`config.mk`:
```
export PLATFORM = sky130hd
export DESIGN_NAME = udcnt_ctrl
export DESIGN_NICKNAME = d
export VERILOG_FILES = /design/src/rtl/udcnt_pkg.sv /design/src/rtl/btn_debounce.sv /design/src/rtl/udcnt_ctrl.sv
export SDC_FILE = /design/constraint.sdc
export NUM_CORES = 1
export LEC_CHECK = 0
export ABC_AREA = 1
export BUFFER_PORTS_ARGS = -buffer_cell sky130_fd_sc_hd__buf_2
export CAP_MARGIN = 30
export CORE_UTILIZATION = 55
export DETAILED_ROUTE_END_ITERATION = 10
export GPL_ROUTABILITY_DRIVEN = 0
export HOLD_SLACK_MARGIN = 0.08
export MAX_ROUTING_LAYER = met4
export PLACE_DENSITY = 0.74
export RECOVER_POWER = 100
export SYNTH_ARGS = -nofsm -noshare
export SYNTH_HDL_FRONTEND = slang
export SYNTH_SLANG_ARGS = --single-unit
```
`constraint.sdc`:
```
create_clock -name clk -period 2.99 [get_ports clk]
set_input_delay 0 -clock clk [delete_from_list [all_inputs] [get_ports clk]]
set_output_delay 0 -clock clk [all_outputs]
set_load 0.02 [all_outputs]
```
`src/rtl/udcnt_pkg.sv`:
```
// Shared types and constants for the up/down counter front-end control stage.
package udcnt_pkg;

    typedef enum logic [1:0] {
        IDLE,
        FIRST,
        REPEAT
    } cnt_state_t;

    localparam logic UP   = 1'b1;
    localparam logic DOWN = 1'b0;

endpackage

```
`src/rtl/btn_debounce.sv`:
```
// One push-button path: multi-stage synchroniser, stable-count debouncer and
// rising-edge detector on the accepted (debounced) level.
module btn_debounce #(
    parameter int SYNC_STAGES = 2,
    parameter int DB_CYCLES   = 4
) (
    input  logic clk,
    input  logic rst,
    input  logic btn_raw,
    output logic level,
    output logic rise
);

    localparam int CW = (DB_CYCLES > 1) ? $clog2(DB_CYCLES) : 1;
    localparam logic [CW-1:0] DB_LAST = CW'(DB_CYCLES - 1);

    logic [SYNC_STAGES-1:0] sync_reg;
    logic                   sync_x;
    logic [CW-1:0]          db_cnt_reg, db_cnt_next;
    logic                   stable_reg, stable_next;
    logic                   stable_d_reg;

    assign sync_x = sync_reg[SYNC_STAGES-1];

    // A new level is accepted only after DB_CYCLES consecutive differing samples.
    always_comb begin
        db_cnt_next = '0;
        stable_next = stable_reg;
        if (sync_x != stable_reg) begin
            if (db_cnt_reg == DB_LAST) begin
                stable_next = sync_x;
            end else begin
                db_cnt_next = db_cnt_reg + CW'(1);
            end
        end
    end

    always_ff @(posedge clk or negedge rst) begin
        if (!rst) begin
            sync_reg     <= '0;
            db_cnt_reg   <= '0;
            stable_reg   <= 1'b0;
            stable_d_reg <= 1'b0;
        end else begin
            sync_reg     <= {sync_reg[SYNC_STAGES-2:0], btn_raw};
            db_cnt_reg   <= db_cnt_next;
            stable_reg   <= stable_next;
            stable_d_reg <= stable_reg;
        end
    end

    assign level = stable_reg;
    assign rise  = stable_reg & ~stable_d_reg;

endmodule

```
`src/rtl/udcnt_ctrl.sv`:
```
// Converts the raw count/direction buttons into registered count pulses (with
// hold-to-repeat) and a toggled direction level for the downstream udcnt.
module udcnt_ctrl
    import udcnt_pkg::*;
#(
    parameter int   SYNC_STAGES   = 2,
    parameter int   DB_CYCLES     = 4,
    parameter int   REPEAT_DELAY  = 16,
    parameter int   REPEAT_PERIOD = 8,
    parameter logic U_D_INIT      = UP
) (
    input  logic clk,
    input  logic rst,
    input  logic btn_cnt,
    input  logic btn_dir,
    output logic i,
    output logic u_d,
    output logic cnt_held
);

    localparam int RPT_MAX = (REPEAT_DELAY > REPEAT_PERIOD) ? REPEAT_DELAY : REPEAT_PERIOD;
    localparam int RW      = (RPT_MAX > 1) ? $clog2(RPT_MAX) : 1;
    localparam logic [RW-1:0] RD_LAST = (REPEAT_DELAY > 0) ? RW'(REPEAT_DELAY - 1) : '0;
    localparam logic [RW-1:0] RP_LAST = RW'(REPEAT_PERIOD - 1);

    // Bit 0 = count button, bit 1 = direction button.
    logic [1:0] btn_raw;
    logic [1:0] btn_level;
    logic [1:0] btn_rise;
    logic       unused_dir_level;

    assign btn_raw          = {btn_dir, btn_cnt};
    assign unused_dir_level = btn_level[1];

    for (genvar gi = 0; gi < 2; gi++) begin : g_btn
        btn_debounce #(
            .SYNC_STAGES(SYNC_STAGES),
            .DB_CYCLES  (DB_CYCLES)
        ) u_db (
            .clk    (clk),
            .rst    (rst),
            .btn_raw(btn_raw[gi]),
            .level  (btn_level[gi]),
            .rise   (btn_rise[gi])
        );
    end

    cnt_state_t    state_reg, state_next;
    logic [RW-1:0] rpt_cnt_reg, rpt_cnt_next;
    logic          i_reg, i_next;
    logic          u_d_reg, u_d_next;
    logic          level_cnt, rise_cnt, rise_dir;

    assign level_cnt = btn_level[0];
    assign rise_cnt  = btn_rise[0];
    assign rise_dir  = btn_rise[1];

    always_comb begin
        state_next   = state_reg;
        rpt_cnt_next = rpt_cnt_reg;
        i_next       = 1'b0;
        u_d_next     = u_d_reg ^ rise_dir;
        if (!level_cnt) begin
            // Release from any state aborts silently.
            state_next   = IDLE;
            rpt_cnt_next = '0;
        end else begin
            case (state_reg)
                IDLE: begin
                    if (rise_cnt) begin
                        i_next       = 1'b1;
                        rpt_cnt_next = '0;
                        state_next   = FIRST;
                    end
                end
                FIRST: begin
                    // With REPEAT_DELAY == 0 the FSM parks here until release.
                    if (REPEAT_DELAY != 0) begin
                        if (rpt_cnt_reg == RD_LAST) begin
                            i_next       = 1'b1;
                            rpt_cnt_next = '0;
                            state_next   = REPEAT;
                        end else begin
                            rpt_cnt_next = rpt_cnt_reg + RW'(1);
                        end
                    end
                end
                REPEAT: begin
                    if (rpt_cnt_reg == RP_LAST) begin
                        i_next       = 1'b1;
                        rpt_cnt_next = '0;
                    end else begin
                        rpt_cnt_next = rpt_cnt_reg + RW'(1);
                    end
                end
                default: begin
                    state_next   = IDLE;
                    rpt_cnt_next = '0;
                end
            endcase
        end
    end

    always_ff @(posedge clk or negedge rst) begin
        if (!rst) begin
            state_reg   <= IDLE;
            rpt_cnt_reg <= '0;
            i_reg       <= 1'b0;
            u_d_reg     <= U_D_INIT;
        end else begin
            state_reg   <= state_next;
            rpt_cnt_reg <= rpt_cnt_next;
            i_reg       <= i_next;
            u_d_reg     <= u_d_next;
        end
    end

    assign i        = i_reg;
    assign u_d      = u_d_reg;
    assign cnt_held = level_cnt;

endmodule

```
Word-level counts from Yosys, hierarchy flattened
Cells that the tools add are included.
{"block": "totals", "in_bits": 4, "output_inout_bits": 3, "ff_bits": 20, "wordCells": 53}
{"block": "classes", "addsub": 3, "n_eq_ne": 11, "n_bitwise": 5, "reduce_logical": 4, "n_mux": 18}
{"op": "$mux 4", "n": 4}
{"op": "$mux 2", "n": 7}
{"op": "$pmux 4 s3", "n": 1}
{"op": "$eq 2x2->1 const B", "n": 3}
{"op": "$pmux 2 s3", "n": 1}
{"op": "$add 2x1->2 const B", "n": 2}
{"op": "$add 4x1->4 const B", "n": 1}
{"op": "$eq 4x3->1 const B", "n": 1}
{"op": "$eq 4x4->1 const B", "n": 1}
{"op": "$mux 1", "n": 4}
{"op": "$reduce_and 2->1", "n": 2}
{"op": "$ne 3x2->1 const B", "n": 1}
{"op": "$ne 3x3->1 const B", "n": 1}
{"op": "$pmux 1 s3", "n": 1}
{"op": "$reduce_and 3->1", "n": 1}
{"op": "$and 1x1->1", "n": 2}
{"op": "$eq 2x1->1 const B", "n": 1}
{"op": "$logic_not 2->1", "n": 1}
{"op": "$ne 1x1->1", "n": 2}
{"op": "$ne 2x2->1 const B", "n": 1}
{"op": "$not 1->1", "n": 2}
{"op": "$xor 1x1->1", "n": 1}

Longest topological paths before layout
{"block": "logic_depth", "depth_word": 5, "ltp_mapped": 8, "mapped_depth_nobuf": 8}

Modules after synthesis
Synthesis repeated with hierarchy kept, for this count alone.
{"block": "hier_totals", "cells_unflattened": 106, "hier_area_um2": 942.2}
{"module": "udcnt_ctrl", "area_per_inst_um2": 519.2, "cells_each": 68, "seq_area_each_um2": 201.4, "n_inst": 1}
{"module": "btn_debounce", "area_per_inst_um2": 211.5, "cells_each": 19, "seq_area_each_um2": 150.1, "n_inst": 2}

Worst setup path before layout
Ideal clock, no wire load.
{"block": "synth_path", "path_type": "flip-flop to flip-flop", "startpoint": "reg state_reg[0]", "endpoint": "reg rpt_cnt_reg[2]", "setup_time_ps": 63, "required_time_ps": 2927, "arrival_time_ps": 1156, "period_less_slack_ps": 1218, "stages_incl_launch_ff": 8, "path_slack_ps": 1772, "n_path_buf": 0, "path_cell_list": "dfrtp_1 inv_1 ha_1 nand2_4 nor2_4 nand2_1 a21o_1 inv_1"}
{"block": "synth_between", "elab_chain_len": 3, "word_cells_on_any_way": 6, "classes_between": "eq/ne (3); mux (2); reduce/logical (1)"}
{"item": "start, declared", "line_no": "udcnt_ctrl.sv:48", "text": "cnt_state_t state_reg, state_next;"}
{"item": "start signal, assigned", "line_no": "udcnt_ctrl.sv:111", "text": "state_reg <= state_next;"}
{"item": "$eq 2x2->1, or another cell as far along", "line_no": "udcnt_ctrl.sv:68", "text": "case (state_reg)"}
{"item": "$pmux 4 s3", "line_no": "udcnt_ctrl.sv:68"}
{"item": "$mux 4", "line_no": "udcnt_ctrl.sv:63", "text": "if (!level_cnt) begin"}
{"item": "end signal, assigned", "line_no": "udcnt_ctrl.sv:112", "text": "rpt_cnt_reg <= rpt_cnt_next;"}
{"item": "end, declared", "line_no": "udcnt_ctrl.sv:49", "text": "logic [RW-1:0] rpt_cnt_reg, rpt_cnt_next;"}
Parallel ways exist; a longest one is shown, timed or not.
A chain may end at the register's enable or synchronous reset.

Final worst setup path
{"block": "layout_path", "startpoint": "reg state_reg[0]", "endpoint": "reg state_reg[0]"}
{"block": "layout_between", "elab_chain_len": 3, "word_cells_on_any_way": 9, "classes_between": "eq/ne (5); mux (2); reduce/logical (2)"}
{"item": "$eq 2x1->1, or another cell as far along", "line_no": "udcnt_ctrl.sv:68"}
{"item": "$ne 3x3->1 (no line), or another cell as far along"}
{"item": "$reduce_and 3->1 (no line) or $mux 2 (tied branches)"}
Parallel ways exist; a longest one is shown, timed or not.

==> run_results.csv <==
group,metric,value,unit
status,run_status,"finished, final reports clean",
sta,fmaxAchievable,649,MHz
cts,cts_tree,"built",
die,initial_core_util,0.614,
die,die_width,44.0,um
sta,tns,0,ns
sta,min_period_over_period,0.515,
die,fp.coreArea,1580,um^2
sta,drv_slew,0,
global_route,grt_max_degree,21,
synth,ys_seq_elements,20,
power_and_ir_drop,leakage,0.000557,uW
synth,yosys.area_share.simple,0.203,
worst_setup_path,end_kind,"flop",
sta,min_period,1.54,ns
sta,slew_headroom,0.331,
placed_design,post_dp_cell_area,1010,um^2
cts,cts_setup_buffers,0,
synth,synth_top_family_by_area,"simple AND/OR/NAND/NOR gates",
die,pin_count,7,
cts,insertion_delay,0.31,ns
layout,area_delta_synth_final,10.3,%
synth,yosys.area_share.xor_xnor,0.0271,
worst_setup_path,critical_path_required,3.21,ns
routing,postRouteWirelength,1.47,mm
power_and_ir_drop,powerDensity,842,nW/um^2
synth,synthMuxAreaShare,0,
layout,most-common-layout-cells,"nand2_1 (21), inv_1 (19), dfrtp_1 (19), nor2_1 (10), ha_1 (8)",
global_route,grt_pass1_wl,2.70,mm
routing,ant_nets,0,
synth,syn_area_per_cell,9.40,um^2
global_route,antenna_found_initial,0,
worst_setup_path,crit_path_max_fanout,9,
routing,drt_iter0_markers,11,
global_route,grt_pass1_vias,663,
cts,clk_pin_slew,0.12,ns
cts,clockBufferDepth,2,
synth,synth_fp_nets,115,
layout,drive_above_1_share,0.0783,
layout,final_area,1070,um^2
cts,htree_levels,1,
worst_setup_path,critPathArrivalTime,1.76,ns
layout,layout_commonest_cell,"nand2_1",
placed_design,pre_cts_ws,1.66,ns
placed_design,port_buffers,6,
die,dieArea,1930,um^2
die,num_rows,14,
power_and_ir_drop,vdd_drop_max,538,uV
layout,final_nets,128,
sta,tightest_slew,1.00,ns
cts,clkSinkCount,20,
sta,worst_slack,1.45,ns
sta,clock_skew,0.000618,ns
worst_setup_path,start_kind,"flop",
synth,synth_compound_area_frac,0.0633,
global_route,globalRouteTotalUtil,0.205,
die,die_h,44.0,um
synth,synthDistinctLibCells,21,
sta,setup_viol,0,
synth,syn_inst,103,
sta,rsz0062_at_grt,"false",
routing,wire_per_inst,11.2,um
synth,synthAdderAreaFrac,0.103,
layout,antennaDiodeCount,0,
synth,yosys.area.top_type,"dfrtp_1",
worst_setup_path,criticalPathCategory,"flop to flop",
synth,netlist_area,968,um^2
sta,hold_viol_final,0,
min_path,hold_class,"input pin to flop",
synth,synth_area_leaders,"dfrtp_1 (49%), ha_1 (10%), nand2_1 (8.1%)",
run,drv_cap,0,
routing,vias,649,
placed_design,hpwl,1.07,mm
synth,yosysWarnings,0,
cts,cts_root_buffer,"clkbuf_4",
cts,cts_buffers,3,
routing,route.detailed.drc,0,
global_route,grt_overflow,0,
routing,dr.pass1.iters,4,
synth,netlist.area_leader.share,0.491,
synth,yosysSeqAreaShare,0.518,
routing,routed_via_density,4.95,
[routing by layer]
layer	GRT usage	vias up	routed length (um)
li1	-	337	-
met1	0.245	299	724
met2	0.328	8	666
met3	0.0250	5	34
met4	0.127	0	42
met5	-	-	0
[where the power goes]
group / switching (uW) / internal, uW
clock: 91.3 / 136
sequential: 55.9 / 347
combinational: 168 / 102
[through the flow]
| step | hold slack [ns] | instances | util | total power [uW] |
|---|---|---|---|---|
| global route | 0.316 | 131 | 0.678 | 968 |
| detailed placement | -0.0340 | 124 | 0.639 | 702 |
| floorplan | -0.296 | 103 | - | 642 |
| finish | 0.323 | 131 | 0.678 | 899 |
| global placement | -0.0415 | 124 | 0.639 | 685 |
| CTS | 0.160 | 131 | 0.691 | 929 |
[final cells by class]
class,instances,area (um^2)
well taps,16,20.0
clock inverters,1,30.0
clock buffers,3,22.5
fillers,135,508
multi-input cells,63,368
flip-flops and latches,20,502
repair buffers,9,55.1
inverters,19,71.3
[path summary, 6_finish.rpt]
kind                                           start                        end  slack [ns]  cells after the start
max                                     state_reg[0]               state_reg[0]        1.45                      8
min                                          btn_cnt  g_btn[0].u_db.sync_reg[0]        0.32                      2
max reg2reg                             state_reg[0]               state_reg[0]        1.45                      8
min reg2reg                g_btn[1].u_db.sync_reg[0]  g_btn[1].u_db.sync_reg[1]        0.37                      0
max in group asynchronous                        rst               state_reg[1]        2.02                      2
min in group asynchronous                        rst  g_btn[1].u_db.sync_reg[1]        0.37                      2
[cells in the mapped netlist]
| library cell | n |
|---|---|
| o21ai_0 | 4 |
| nor2_1 | 10 |
| xor2_1 | 1 |
| nand2_1 | 21 |
| nand2_4 | 1 |
| o21ai_2 | 1 |
| dfstp_2 | 1 |
| a21o_1 | 1 |
| nor2_4 | 1 |
| nor3_1 | 2 |
| buf_6 | 1 |
| xnor2_1 | 2 |
| ha_1 | 8 |
| nand3_1 | 3 |
| a21oi_1 | 4 |
| nand3_4 | 1 |
| o21ai_1 | 1 |
| inv_2 | 1 |
| dfrtp_1 | 19 |
| nand3b_1 | 2 |
| inv_1 | 18 |
[cells by family (layout without fill, tap and decap cells)]
| group | after synthesis | after routing |
|---|---|---|
| adder cells (fa/ha/maj) | 8 | 8 |
| XOR/XNOR | 3 | 3 |
| AND/OR/NAND/NOR | 41 | 41 |
| buffers and inverters | 20 | 32 |
| flip-flops | 20 | 20 |
| AO/OA/AOI/OAI | 11 | 11 |
[timing repair]
action / in CTS / in global routing
hold buffers: 3 / 0
resized for setup: 0 / 0
hold endpoints to repair: 22 / 0
[worst max-delay path: stages, from the launching register on]
cell	delay, ns
dfrtp_1	0.41
inv_1	0.09
ha_1	0.22
nand3_1	0.25
o21ai_0	0.18
inv_1	0.10
nand2_1	0.08
nand2_1	0.06
nand2_1	0.05
(Power assumes the default switching activity.)
